$ cat src/rtl/cpu_out_capture.sv
// Output-port sink for the lab CPU: FWFT byte FIFO with valid/ready drain and halt/done tracking.
// Optional: define CAPTURE_CHECKSUM_EN to add a running mod-256 checksum of accepted bytes.
module cpu_out_capture #(
  parameter int DEPTH = 8,
  parameter int AW    = 3
) (
  input  logic          clk,
  input  logic          rst,
  input  logic [7:0]    cpu_out,
  input  logic          cpu_out_we,
  input  logic          cpu_halt,
  output logic [7:0]    m_data,
  output logic          m_valid,
  input  logic          m_ready,
  output logic [AW:0]   level,
  output logic          overflow,
  output logic [15:0]   byte_cnt,
  output logic          done
`ifdef CAPTURE_CHECKSUM_EN
  ,
  output logic [7:0]    checksum
`endif
);

  localparam logic [AW:0]   FULL_LEVEL = (AW+1)'(DEPTH);
  localparam logic [AW:0]   LVL_ONE    = (AW+1)'(1);
  localparam logic [AW-1:0] PTR_ONE    = AW'(1);

  typedef enum logic [1:0] {ST_RUN, ST_DRAIN, ST_DONE} state_t;

  state_t          state, state_next;
  logic [7:0]      mem [DEPTH];
  logic [AW-1:0]   rd_ptr, wr_ptr, rd_next;
  logic [AW:0]     level_after_pop, level_next;
  logic            pop, push_req, accept, drop;

  assign m_valid = (level != '0);

  // A full FIFO still takes a byte when the head leaves in the same cycle.
  always_comb begin
    pop             = m_valid & m_ready;
    push_req        = cpu_out_we & (state == ST_RUN);
    accept          = push_req & ((level != FULL_LEVEL) | pop);
    drop            = push_req & (level == FULL_LEVEL) & ~pop;
    level_after_pop = pop ? (level - LVL_ONE) : level;
    level_next      = accept ? (level_after_pop + LVL_ONE) : level_after_pop;
    rd_next         = pop ? (rd_ptr + PTR_ONE) : rd_ptr;
  end

  always_comb begin
    state_next = state;
    case (state)
      ST_RUN:   if (cpu_halt) state_next = ST_DRAIN;
      ST_DRAIN: if (level_after_pop == '0) state_next = ST_DONE;
      ST_DONE:  state_next = ST_DONE;
      default:  state_next = ST_RUN;
    endcase
  end

  always_ff @(posedge clk) begin
    if (accept) mem[wr_ptr] <= cpu_out;
  end

  always_ff @(posedge clk or negedge rst) begin
    if (!rst) begin
      state    <= ST_RUN;
      done     <= 1'b0;
      level    <= '0;
      rd_ptr   <= '0;
      wr_ptr   <= '0;
      m_data   <= 8'h00;
      overflow <= 1'b0;
      byte_cnt <= 16'h0000;
    end else begin
      state  <= state_next;
      done   <= (state_next == ST_DONE);
      level  <= level_next;
      rd_ptr <= rd_next;
      if (accept) wr_ptr <= wr_ptr + PTR_ONE;
      if (drop) overflow <= 1'b1;
      if (accept && byte_cnt != 16'hFFFF) byte_cnt <= byte_cnt + 16'd1;
      // Head register: bypass the incoming byte into an emptying FIFO, otherwise follow the read pointer.
      if (accept && level_after_pop == '0)
        m_data <= cpu_out;
      else if (level_after_pop != '0)
        m_data <= mem[rd_next];
    end
  end

`ifdef CAPTURE_CHECKSUM_EN
  always_ff @(posedge clk or negedge rst) begin
    if (!rst)
      checksum <= 8'h00;
    else if (accept)
      checksum <= checksum + cpu_out;
  end
`endif

endmodule

$ cat config.mk
export PLATFORM = sky130hd
export DESIGN_NAME = cpu_out_capture
export DESIGN_NICKNAME = d
export VERILOG_FILES = /design/src/rtl/cpu_out_capture.sv
export SDC_FILE = /design/constraint.sdc
export NUM_CORES = 1
export LEC_CHECK = 0
export ABC_CLOCK_PERIOD_IN_PS = 2800
export BUFFER_PORTS_ARGS = -buffer_cell sky130_fd_sc_hd__buf_4
export CAP_MARGIN = 20
export CORE_MARGIN = 2
export CORE_UTILIZATION = 53
export CTS_BUF_LIST = sky130_fd_sc_hd__clkbuf_16
export CTS_CLUSTER_SIZE = 30
export DETAILED_ROUTE_END_ITERATION = 8
export GPL_TIMING_DRIVEN = 0
export HOLD_SLACK_MARGIN = 0.1
export MAX_ROUTING_LAYER = met4
export PLACE_DENSITY = 0.75
export SLEW_MARGIN = 20
export SYNTH_ARGS = -nofsm -noshare
export SYNTH_HDL_FRONTEND = slang
export SYNTH_SLANG_ARGS = --single-unit
$ cat constraint.sdc
create_clock -name clk -period 2.8 [get_ports clk]
set_input_delay 0 -clock clk [delete_from_list [all_inputs] [get_ports clk]]
set_output_delay 0 -clock clk [all_outputs]
set_load 0.05 [all_outputs]
==> flow_results.xml <==
<?xml version="1.0" encoding="UTF-8"?>
<metrics>
  <group name="run_status">
    <metric name="status" unit="">finished with violations</metric>
    <metric name="violated_checks" unit="">setup timing</metric>
  </group>
  <group name="sta">
    <metric name="finalMaxSlewViolations" unit="">0</metric>
    <metric name="clock-skew-final" unit="ps">9.18</metric>
    <metric name="timing.setup.tns" unit="ps">-1410</metric>
    <metric name="setup_violations" unit="">31</metric>
    <metric name="rsz0062_at_grt" unit="">true</metric>
    <metric name="period_needed" unit="ps">2870</metric>
    <metric name="max_clock_freq" unit="GHz">0.348</metric>
    <metric name="report.final.hold_viol_count" unit="">0</metric>
    <metric name="worst_pin_slew" unit="ps">747</metric>
    <metric name="worst_hold_slack" unit="ps">143</metric>
    <metric name="worst_slack" unit="ps">-71.5</metric>
    <metric name="period_share" unit="%">103</metric>
    <metric name="slew-limit-headroom" unit="%">49.8</metric>
  </group>
  <group name="cells_and_area">
    <metric name="area.growth.synth_to_final" unit="%">26.2</metric>
    <metric name="diodes" unit="">0</metric>
    <metric name="utilization_after_layout" unit="%">69.0</metric>
    <metric name="post_route_cells_drive_above_1_share" unit="%">36.1</metric>
    <metric name="instances_no_fill" unit="">524</metric>
    <metric name="finalNetCount" unit="">431</metric>
  </group>
  <group name="logic_synthesis">
    <metric name="synth_top_area_share" unit="%">40.3</metric>
    <metric name="ys_async_sr_fraction" unit="%">37.3</metric>
    <metric name="syn_area" unit="mm2">0.00477</metric>
    <metric name="ys_seq_elements" unit="">102</metric>
    <metric name="postSynthCellCount" unit="">324</metric>
    <metric name="seq_area_frac_synth" unit="%">60.2</metric>
    <metric name="yosys-top-cells-area" unit="">sky130_fd_sc_hd__edfxtp_1 (40%), sky130_fd_sc_hd__dfrtp_1 (20%), sky130_fd_sc_hd__mux4_2 (7.6%)</metric>
    <metric name="dominantRegCellSynth" unit="">sky130_fd_sc_hd__edfxtp_1</metric>
    <metric name="mean_instance_size_in_the_synthesized_netlist" unit="um2">14.7</metric>
    <metric name="synth_edf_count" unit="">64</metric>
    <metric name="yosys_warnings" unit="">0</metric>
    <metric name="synth.distinct_cells" unit="">50</metric>
    <metric name="synth_nets" unit="">344</metric>
    <metric name="post-synth-top-area-cell" unit="">sky130_fd_sc_hd__edfxtp_1</metric>
  </group>
  <group name="grt">
    <metric name="globalRoute.totalOverflow" unit="">0</metric>
    <metric name="antenna_found_initial" unit="">0</metric>
    <metric name="pin_count_of_the_biggest_net_entering_global_routing" unit="">39</metric>
    <metric name="grtUsageTotal" unit="%">21.8</metric>
    <metric name="first_global_vias" unit="">2995</metric>
    <metric name="grt_first_pass_wirelength" unit="um">15800</metric>
  </group>
  <group name="setup_path">
    <metric name="critical_path.max_fanout" unit="">10</metric>
    <metric name="critPathLaunchType" unit="">flip-flop</metric>
    <metric name="endpoint_kind" unit="">flip-flop</metric>
    <metric name="timing.critical_path.required" unit="ps">2910</metric>
    <metric name="cp_data_arrival_time" unit="ps">2980</metric>
    <metric name="critical_path_class" unit="">reg2reg</metric>
    <metric name="worst_case_reg_to_reg_path_depth" unit="">9</metric>
  </group>
  <group name="cts">
    <metric name="cts-htree-levels" unit="">3</metric>
    <metric name="tritoncts_num_sinks" unit="">102</metric>
    <metric name="clk_root_buffer_cell" unit="">sky130_fd_sc_hd__clkbuf_16</metric>
    <metric name="cts_max_path_buffers" unit="">2</metric>
    <metric name="tritoncts_clock_tree" unit="">yes</metric>
    <metric name="clk_transition_reported_paths" unit="ps">70</metric>
    <metric name="cts_inserted_buffers" unit="">9</metric>
    <metric name="clkLatencyLatePin" unit="ps">340</metric>
  </group>
  <group name="placement">
    <metric name="total_of_buffers_placed_on_input_and_output_ports" unit="">43</metric>
    <metric name="dp_cells" unit="">477</metric>
    <metric name="place.detailed.hpwl" unit="um">6590</metric>
    <metric name="gp_routability_congestion" unit="">0.821</metric>
  </group>
  <group name="floorplan">
    <metric name="dieHeight" unit="um">98.9</metric>
    <metric name="number_of_rows_created_at_floorplan" unit="">34</metric>
    <metric name="core_area" unit="mm2">0.00872</metric>
    <metric name="floorplan.die_area" unit="mm2">0.00978</metric>
    <metric name="die_width" unit="um">98.9</metric>
    <metric name="initial_core_util" unit="%">54.7</metric>
    <metric name="top_level_port_count" unit="">44</metric>
  </group>
  <group name="power">
    <metric name="vdd_drop_max" unit="V">0.000620</metric>
    <metric name="leakage" unit="nW">2.42</metric>
    <metric name="power.density" unit="mW/mm2">1100</metric>
  </group>
  <group name="hold_path">
    <metric name="hold_class" unit="">in2reg</metric>
    <metric name="min_delay_path_depth" unit="">3</metric>
  </group>
  <group name="routing">
    <metric name="vias_per_cell" unit="">5.80</metric>
    <metric name="drt_iter0_drc" unit="">211</metric>
    <metric name="wl_per_cell" unit="um">19.9</metric>
    <metric name="vias" unit="">3038</metric>
    <metric name="wirelength" unit="um">10400</metric>
    <metric name="first_pass_iters" unit="">4</metric>
    <metric name="drc_errors" unit="">0</metric>
    <metric name="detail-route-antenna-nets" unit="">0</metric>
  </group>
  <group name="run">
    <metric name="max_cap_viol_count" unit="">0</metric>
  </group>
</metrics>
-- cells in the final DEF (no fill, tap or decap), types with 8 or more instances in the layout --
master / instances
sky130_fd_sc_hd__edfxtp_1: 64
sky130_fd_sc_hd__buf_4: 61
sky130_fd_sc_hd__dfrtp_1: 36
sky130_fd_sc_hd__nand2_1: 31
sky130_fd_sc_hd__mux2i_1: 26
sky130_fd_sc_hd__mux4_2: 16
sky130_fd_sc_hd__dlygate4sd3_1: 11
sky130_fd_sc_hd__and2_1: 10
sky130_fd_sc_hd__xnor2_1: 10
sky130_fd_sc_hd__a211oi_2: 9
sky130_fd_sc_hd__nor2_1: 9
sky130_fd_sc_hd__clkbuf_16: 9
sky130_fd_sc_hd__xor2_1: 8
-- stage by stage --
step | setup slack (ps) | total power, mW | area (um2)
floorplan | -105 | 4.26 | 4840
global placement | -606 | 4.89 | 5300
detailed placement | -224 | 5.00 | 5340
CTS | -169 | 6.45 | 5830
global route | -214 | 6.95 | 6020
finish | -71.5 | 6.64 | 6020
-- kinds of logic (layout without fill, tap and decap cells) --
logic type | Yosys count | in the layout | synth area share (%)
flip-flops | 102 | 102 | 60.2
buffers and inverters | 22 | 114 | 2.31
AND/OR/NAND/NOR | 96 | 96 | 11.5
multiplexers | 44 | 44 | 13.5
XOR/XNOR | 19 | 19 | 3.49
adder cells (fa/ha/maj) | 7 | 7 | 1.84
AO/OA/AOI/OAI | 34 | 34 | 7.08
-- synthesized netlist by cell type, types with 4 or more instances --
master / count
sky130_fd_sc_hd__edfxtp_1: 64
sky130_fd_sc_hd__dfrtp_1: 38
sky130_fd_sc_hd__nand2_1: 31
sky130_fd_sc_hd__mux2i_1: 26
sky130_fd_sc_hd__mux4_2: 16
sky130_fd_sc_hd__and2_1: 12
sky130_fd_sc_hd__a211oi_2: 11
sky130_fd_sc_hd__xnor2_1: 11
sky130_fd_sc_hd__nor2_1: 10
sky130_fd_sc_hd__a32o_1: 8
sky130_fd_sc_hd__xor2_1: 8
sky130_fd_sc_hd__buf_2: 7
sky130_fd_sc_hd__ha_1: 7
sky130_fd_sc_hd__inv_1: 7
sky130_fd_sc_hd__nor2b_1: 6
sky130_fd_sc_hd__nand3_1: 5
sky130_fd_sc_hd__nand4_1: 4
sky130_fd_sc_hd__nor3b_1: 4
-- state kept, by name, indices dropped and copies added, names as in the netlist --
| register | count |
|---|---|
| rd_ptr | 3 |
| byte_cnt | 16 |
| done | 1 |
| state | 2 |
| overflow | 1 |
| wr_ptr | 3 |
| mem | 64 |
| level | 4 |
| m_data | 8 |
-- what timing repair did --
item,in CTS,in global routing
setup endpoints to repair,51,46
hold buffers,11,0
buffers inserted,4,17
gates cloned,0,0
pin swaps,6,26
hold endpoints to repair,104,0
gates resized for setup,7,12
-- metal layers --
metal | track usage (%) | part of all wire (%) | up-vias
met3 | 4.04 | 4.1 | 19
met1 | 28.5 | 43 | 1529
met4 | 6.11 | 1.7 | 0
met2 | 35.3 | 52 | 85
li1 | - | - | 1405
met5 | - | 0 | -
-- power by group --
group          internal, mW  total [mW]  switching, mW
clock network         0.708        1.28          0.576
registers              1.86        2.11          0.245
logic                  1.45        3.24           1.80
total                  4.02        6.64           2.62
-- worst max-delay path: stages (launching register included) --
cell and delay, ps:
sky130_fd_sc_hd__dfrtp_4 500, sky130_fd_sc_hd__inv_4 70, sky130_fd_sc_hd__ha_4 140, sky130_fd_sc_hd__nor4bb_1 630
sky130_fd_sc_hd__nor2b_1 90, sky130_fd_sc_hd__buf_2 210, sky130_fd_sc_hd__clkbuf_1 280, sky130_fd_sc_hd__nand2_1 420
sky130_fd_sc_hd__nor3b_4 90, sky130_fd_sc_hd__buf_4 190
-- layout make-up --
| class | instances | area [um2] |
|---|---|---|
| plain buffers | 14 | 90.1 |
| clock inverters | 7 | 83.8 |
| fillers | 571 | 2700 |
| well taps | 108 | 135 |
| multi-input cells | 200 | 1930 |
| flip-flops and latches | 102 | 2880 |
| repair buffers | 76 | 643 |
| clock buffers | 9 | 225 |
| inverters | 8 | 32.5 |
-- final timing paths --
check	startpoint	to	slack, ps
max in group asynchronous	rst	level[0]	2240
worst min-delay path	cpu_out_we	overflow	140
worst max register to register	level[0]	mem[3][4]	-70
worst max-delay path	level[0]	mem[3][4]	-70
min in group asynchronous	rst	byte_cnt[0]	160
worst min register to register	overflow	overflow	470
No activity file was read; power rests on OpenSTA's default activity.
